### src/rtl/uart_tx_slave.sv
// uart_tx_slave: bus-slave UART transmitter (8N1, LSB first) with a small TX FIFO.
// Ports:
//   clk, rst       system clock, synchronous active-high reset
//   we_i           bus write enable, write takes effect at the clk edge
//   addr_i         bus address, only [3:2] decoded (0 CTRL, 1 STATUS, 2 BAUD, 3 TXDATA)
//   data_i         bus write data
//   data_o         combinational read data
//   tx_pin         registered serial output, idle high
//   irq_o          registered level interrupt: FIFO drained and line idle
module uart_tx_slave #(
  parameter int unsigned FIFO_DEPTH  = 4,
  parameter logic [15:0] DEFAULT_DIV = 16'd434
) (
  input  logic        clk,
  input  logic        rst,
  input  logic        we_i,
  input  logic [31:0] addr_i,
  input  logic [31:0] data_i,
  output logic [31:0] data_o,
  output logic        tx_pin,
  output logic        irq_o
);

  localparam int unsigned PTR_W = $clog2(FIFO_DEPTH);
  localparam int unsigned CNT_W = PTR_W + 1;

  localparam logic [1:0] A_CTRL   = 2'd0;
  localparam logic [1:0] A_STATUS = 2'd1;
  localparam logic [1:0] A_BAUD   = 2'd2;
  localparam logic [1:0] A_TXDATA = 2'd3;

  typedef enum logic [1:0] {IDLE, START, DATA, STOP} state_t;

  logic [7:0]       mem [FIFO_DEPTH];
  logic [PTR_W-1:0] wr_ptr;
  logic [PTR_W-1:0] rd_ptr;
  logic [CNT_W-1:0] count;
  logic             tx_en;
  logic             irq_en;
  logic             overflow;
  logic [15:0]      div;

  state_t           state;
  logic [7:0]       shifter;
  logic [15:0]      bit_div;
  logic [15:0]      bit_cnt;
  logic [2:0]       bit_idx;
  logic             tail;
  logic             tx_busy;

  logic [1:0]       sel;
  logic             fifo_empty;
  logic             fifo_full;
  logic             pop;
  logic             push;
  logic             push_ok;
  logic             bit_end;
  logic             stop_end;
  logic             unused_bits;

  assign sel         = addr_i[3:2];
  assign fifo_empty  = (count == '0);
  assign fifo_full   = (count == CNT_W'(FIFO_DEPTH));
  assign pop         = (state == IDLE) & tx_en & ~fifo_empty;
  assign push        = we_i & (sel == A_TXDATA);
  // A push into a full FIFO still fits when the head leaves in the same cycle.
  assign push_ok     = push & (~fifo_full | pop);
  assign bit_end     = (bit_cnt == bit_div - 16'd1);
  // STOP holds one clock less than a bit: its last clock is the IDLE cycle,
  // so a pop there keeps back-to-back frames gapless.
  assign stop_end    = (bit_cnt == bit_div - 16'd2);
  assign unused_bits = ^{addr_i[31:4], addr_i[1:0], data_i[31:16]};

  // Register read mux
  always_comb begin
    data_o = '0;
    case (sel)
      A_CTRL:   data_o = {30'd0, irq_en, tx_en};
      A_STATUS: data_o = {24'd0, 4'(count), overflow, fifo_empty, fifo_full, tx_busy};
      A_BAUD:   data_o = {16'd0, div};
      default:  data_o = '0;
    endcase
  end

  // FIFO storage (no reset needed, guarded by count)
  always_ff @(posedge clk) begin
    if (push_ok) mem[wr_ptr] <= data_i[7:0];
  end

  // Control registers, FIFO pointers and overflow flag
  always_ff @(posedge clk) begin
    if (rst) begin
      wr_ptr   <= '0;
      rd_ptr   <= '0;
      count    <= '0;
      overflow <= 1'b0;
      tx_en    <= 1'b0;
      irq_en   <= 1'b0;
      div      <= DEFAULT_DIV;
    end else begin
      if (push_ok) wr_ptr <= wr_ptr + PTR_W'(1);
      if (pop)     rd_ptr <= rd_ptr + PTR_W'(1);
      if (push_ok && !pop)      count <= count + CNT_W'(1);
      else if (!push_ok && pop) count <= count - CNT_W'(1);
      if (push && fifo_full && !pop)
        overflow <= 1'b1;
      else if (we_i && sel == A_STATUS && data_i[3])
        overflow <= 1'b0;
      if (we_i && sel == A_CTRL) begin
        tx_en  <= data_i[0];
        irq_en <= data_i[1];
      end
      if (we_i && sel == A_BAUD) div <= data_i[15:0];
    end
  end

  // TX framing FSM; tx_pin trails the state by one clock
  always_ff @(posedge clk) begin
    if (rst) begin
      state   <= IDLE;
      tx_pin  <= 1'b1;
      irq_o   <= 1'b0;
      shifter <= '0;
      bit_div <= 16'd1;
      bit_cnt <= '0;
      bit_idx <= '0;
      tail    <= 1'b0;
      tx_busy <= 1'b0;
    end else begin
      tail    <= 1'b0;
      // tx_busy covers exactly the clocks the frame occupies on tx_pin
      tx_busy <= (state != IDLE) | tail;
      irq_o   <= irq_en & fifo_empty & ~tx_busy & (state == IDLE);
      case (state)
        IDLE: begin
          tx_pin <= 1'b1;
          if (pop) begin
            shifter <= mem[rd_ptr];
            bit_div <= (div == 16'd0) ? 16'd1 : div;
            bit_cnt <= '0;
            state   <= START;
          end
        end
        START: begin
          tx_pin <= 1'b0;
          if (bit_end) begin
            bit_cnt <= '0;
            bit_idx <= '0;
            state   <= DATA;
          end else begin
            bit_cnt <= bit_cnt + 16'd1;
          end
        end
        DATA: begin
          tx_pin <= shifter[0];
          if (bit_end) begin
            bit_cnt <= '0;
            shifter <= {1'b0, shifter[7:1]};
            if (bit_idx == 3'd7) begin
              // With one clock per bit the whole stop bit is the IDLE cycle
              if (bit_div == 16'd1) begin
                state <= IDLE;
                tail  <= 1'b1;
              end else begin
                state <= STOP;
              end
            end else begin
              bit_idx <= bit_idx + 3'd1;
            end
          end else begin
            bit_cnt <= bit_cnt + 16'd1;
          end
        end
        STOP: begin
          tx_pin <= 1'b1;
          if (stop_end) begin
            bit_cnt <= '0;
            state   <= IDLE;
            tail    <= 1'b1;
          end else begin
            bit_cnt <= bit_cnt + 16'd1;
          end
        end
        default: state <= IDLE;
      endcase
    end
  end

endmodule

### config.mk
export PLATFORM = sky130hd
export DESIGN_NAME = uart_tx_slave
export DESIGN_NICKNAME = d
export VERILOG_FILES = /design/src/rtl/uart_tx_slave.sv
export SDC_FILE = /design/constraint.sdc
export NUM_CORES = 1
export LEC_CHECK = 0
export ABC_AREA = 1
export CAP_MARGIN = 20
export CORE_AREA = 2 2 108 110
export CTS_CLUSTER_DIAMETER = 60
export CTS_CLUSTER_SIZE = 28
export DETAILED_ROUTE_END_ITERATION = 8
export DIE_AREA = 0 0 110 112
export HOLD_SLACK_MARGIN = 0.06
export PLACE_DENSITY = 0.82
export SLEW_MARGIN = 20
export SYNTH_ARGS = -nofsm -noshare
export SYNTH_HDL_FRONTEND = slang
export SYNTH_SLANG_ARGS = --single-unit
### constraint.sdc
create_clock -name clk -period 3.9 [get_ports clk]
set_input_delay 0.39 -clock clk [delete_from_list [all_inputs] [get_ports clk]]
set_output_delay 0.39 -clock clk [all_outputs]
set_load 0.005 [all_outputs]
==> out/metrics.csv <==
metric,value,unit
number of flops mapped to enable cells by yosys,32,
shortest clock period the worst path allows after layout,2.49,ns
initial antenna violation count,0,
final number of hold-violating endpoints,0,
RSZ-0062 raised after global routing,false,
die boundary width,110,um
CTS tree,built,
Ant. Diodes,0,
global-route wire length before repair,22700,um
post-CTS setup buffer count,0,
Mapped Cells,808,
number of hold buffers added after cts,0,
Post-Synthesis Cell Area,0.00605,mm2
total track usage,0.232,
Die H,112,um
Clock H-tree levels,3,
setup_tns,0,ns
Max Fclk,0.401,GHz
area of the core,0.0112,mm2
count of vias placed by the detailed router,5190,
IO Port Bufs,38,
highest net fanout along the worst path,17,
sinks on the clock net,109,
status,"complete, no violations",
leftover overflow at the end of global routing,0,
relative slew slack,0.352,
transition at the pin with the smallest max-transition slack,0.971,ns
Maximum Capacitance Violations,0,
count of cell types in the netlist,38,
share of the clock period used by the worst path,0.639,
power per standard cell area,445,mW/mm2
CP startpoint kind,input pin,
synthesis-to-layout area growth,11.8,%
number of global-route vias before repair,4881,
clock-pin slew on the worst setup and hold paths,0.08,ns
final count of pins violating max slew,0,
final worst-path setup slack,1.41,ns
Min-Delay Path Class,register to register,
R2R Setup Slk,1.42,ns
element type at the critical path end,output port,
effective utilization at floorplan,0.541,
GR Layer Usage met3,0.0357,
setup violators final,0,
FP Rows,39,
worst setup path class,input pin to output port,
number of clock buffers inserted by TritonCTS,9,
VDD IR-drop max,286,uV
Synth async-reset ratio,0,
largest net degree at the start of global routing,38,
Clock Tree Buf Depth,2,
fraction of met1 tracks used by global routing,0.318,
worst endpoint data arrival time,2.10,ns
DRT iter0 DRCs,363,
cells on worst reg2reg path,14,
Final Hold Slack,0.472,ns
mean cell area of the mapped netlist,7.48,um2
Place WS,1.22,ns
post-synthesis sequential element count,109,
gpl congestion,0.864,
length of the first detailed-routing pass in iterations,5,
final HPWL from detailed placement,9380,um
number of nets still failing antenna checks after routing,0,
detailed-route vias per instance,5.30,
aggregate routed wire length,13300,um
die footprint,0.0123,mm2
number of warnings printed during yosys synthesis,0,
global routing usage on met2,0.368,
share of synthesized area occupied by flip-flops and latches,0.414,
remaining routing DRC violations,0,
main flop type after synthesis,dfxtp_1,
boundary pin count,101,
total leakage power,2.85,nW
GR peak layer,met2,
clk_lat worst skew,0.36,ns
CTS root buf,clkbuf_16,
number of gates given a new drive strength after cts,0,
routed len/inst,13.6,um
hold depth,2,
final net count,918,
required time at the worst-slack endpoint,3.51,ns
largest clock skew in the final design,0.0113,ns
fraction of final layout cells sized beyond drive strength 1,0.0633,
## layer usage
layer,part of all wire,up-vias
met3,0.055,26
met4,0.021,0
met5,0,-
met2,0.46,170
met1,0.46,2341
li1,-,2653
## cell families (layout without fill, tap and decap cells)
logic type / count (synthesis) / count (layout) / synth area share
AOI/OAI and AO/OA: 151 / 151 / 0.135
xor gates and xnor gates: 27 / 27 / 0.0414
adders and majority gates: 19 / 19 / 0.0406
buffers and inverters: 140 / 154 / 0.102
DFF: 109 / 109 / 0.414
other: 1 / 16 / 0.000620
and+or+nand+nor: 361 / 361 / 0.267
## cell usage after synthesis, drive strengths merged, types with 3 or more instances
master | instances | area share
o211ai | 6 | 0.0074
clkbuf | 22 | 0.014
nand4 | 13 | 0.013
xnor2 | 7 | 0.010
o221ai | 9 | 0.013
a21oi | 60 | 0.050
xor2 | 19 | 0.028
o21ai | 72 | 0.060
o22ai | 3 | 0.0031
nand3 | 36 | 0.031
nor2 | 126 | 0.091
nor3 | 4 | 0.0033
inv | 93 | 0.058
dfxtp | 77 | 0.25
ha | 18 | 0.037
buf | 24 | 0.029
nand2 | 170 | 0.11
nor4 | 8 | 0.0083
nand3b | 3 | 0.0037
edfxtp | 32 | 0.16
## registers in the layout, indices dropped and copies added, names as in the netlist, named ones only
name	count
bit_cnt	16
wr_ptr	2
tx_busy	1
bit_idx	3
tail	1
tx_en	1
count	3
state	2
irq_o	1
rd_ptr	2
mem	32
div	16
overflow	1
tx_pin	1
irq_en	1
shifter	8
bit_div	16
## stage by stage
| stage | power, mW | utilization | area, um2 | std cells |
|---|---|---|---|---|
| final | 3.00 | 0.605 | 6760 | 980 |
| after global routing | 3.16 | 0.605 | 6760 | 980 |
| after CTS | 3.00 | 0.605 | 6760 | 980 |
| after detailed placement | 2.09 | 0.577 | 6440 | 964 |
| after global placement | 2.08 | 0.577 | 6440 | 964 |
| after floorplan | 1.93 | - | 6100 | 823 |
## worst paths after layout
| path | start | end |
|---|---|---|
| setup reg to reg | state[0] | count[2] |
| hold reg to reg | tail | tx_busy |
| hold / removal | tail | tx_busy |
| setup / recovery | addr_i[3] | data_o[3] |
## where the power goes
part	switching, mW	total, mW	internal [mW]
Combinational	0.494	0.769	0.275
Clock	0.465	0.927	0.462
Sequential	0.0602	1.31	1.25
## critical path, stage by stage
cell             delay [ns]
clkdlybuf4s50_1        0.50
inv_1                  0.07
nor2_1                 0.08
inv_1                  0.22
o21ai_0                0.29
clkdlybuf4s50_1        0.55
## cell type report
cell class / instances / area (um2)
clock buffers: 9 / 225
fillers: 942 / 4420
well taps: 143 / 179
multi-input cells: 574 / 2980
flip-flops and latches: 109 / 2500
clock inverters: 7 / 86.3
repair buffers: 44 / 425
inverters: 94 / 355
## placed cells by master, fill, tap and decap left out, types with 2 or more instances in the layout
cell and count:
o22ai_1 3, inv_1 91, clkdlybuf4s50_1 38, nand2_1 158, xnor2_1 7, xor2_1 19
nor2_2 5, dfxtp_1 77, o221ai_1 9, a21oi_1 59, o21ai_1 2, nor2_1 112
o21ai_0 70, edfxtp_1 32, buf_4 6, nand2_4 5, nand4_1 13, clkinv_4 2
nand2_2 7, conb_1 16, clkbuf_16 9, nand3b_1 3, nor3_1 4, ha_1 18
nor2_4 9, nand3_1 35, o211ai_1 6, nor4_1 8, clkinv_8 2
Note: power is estimated with default switching activity, not from simulation.
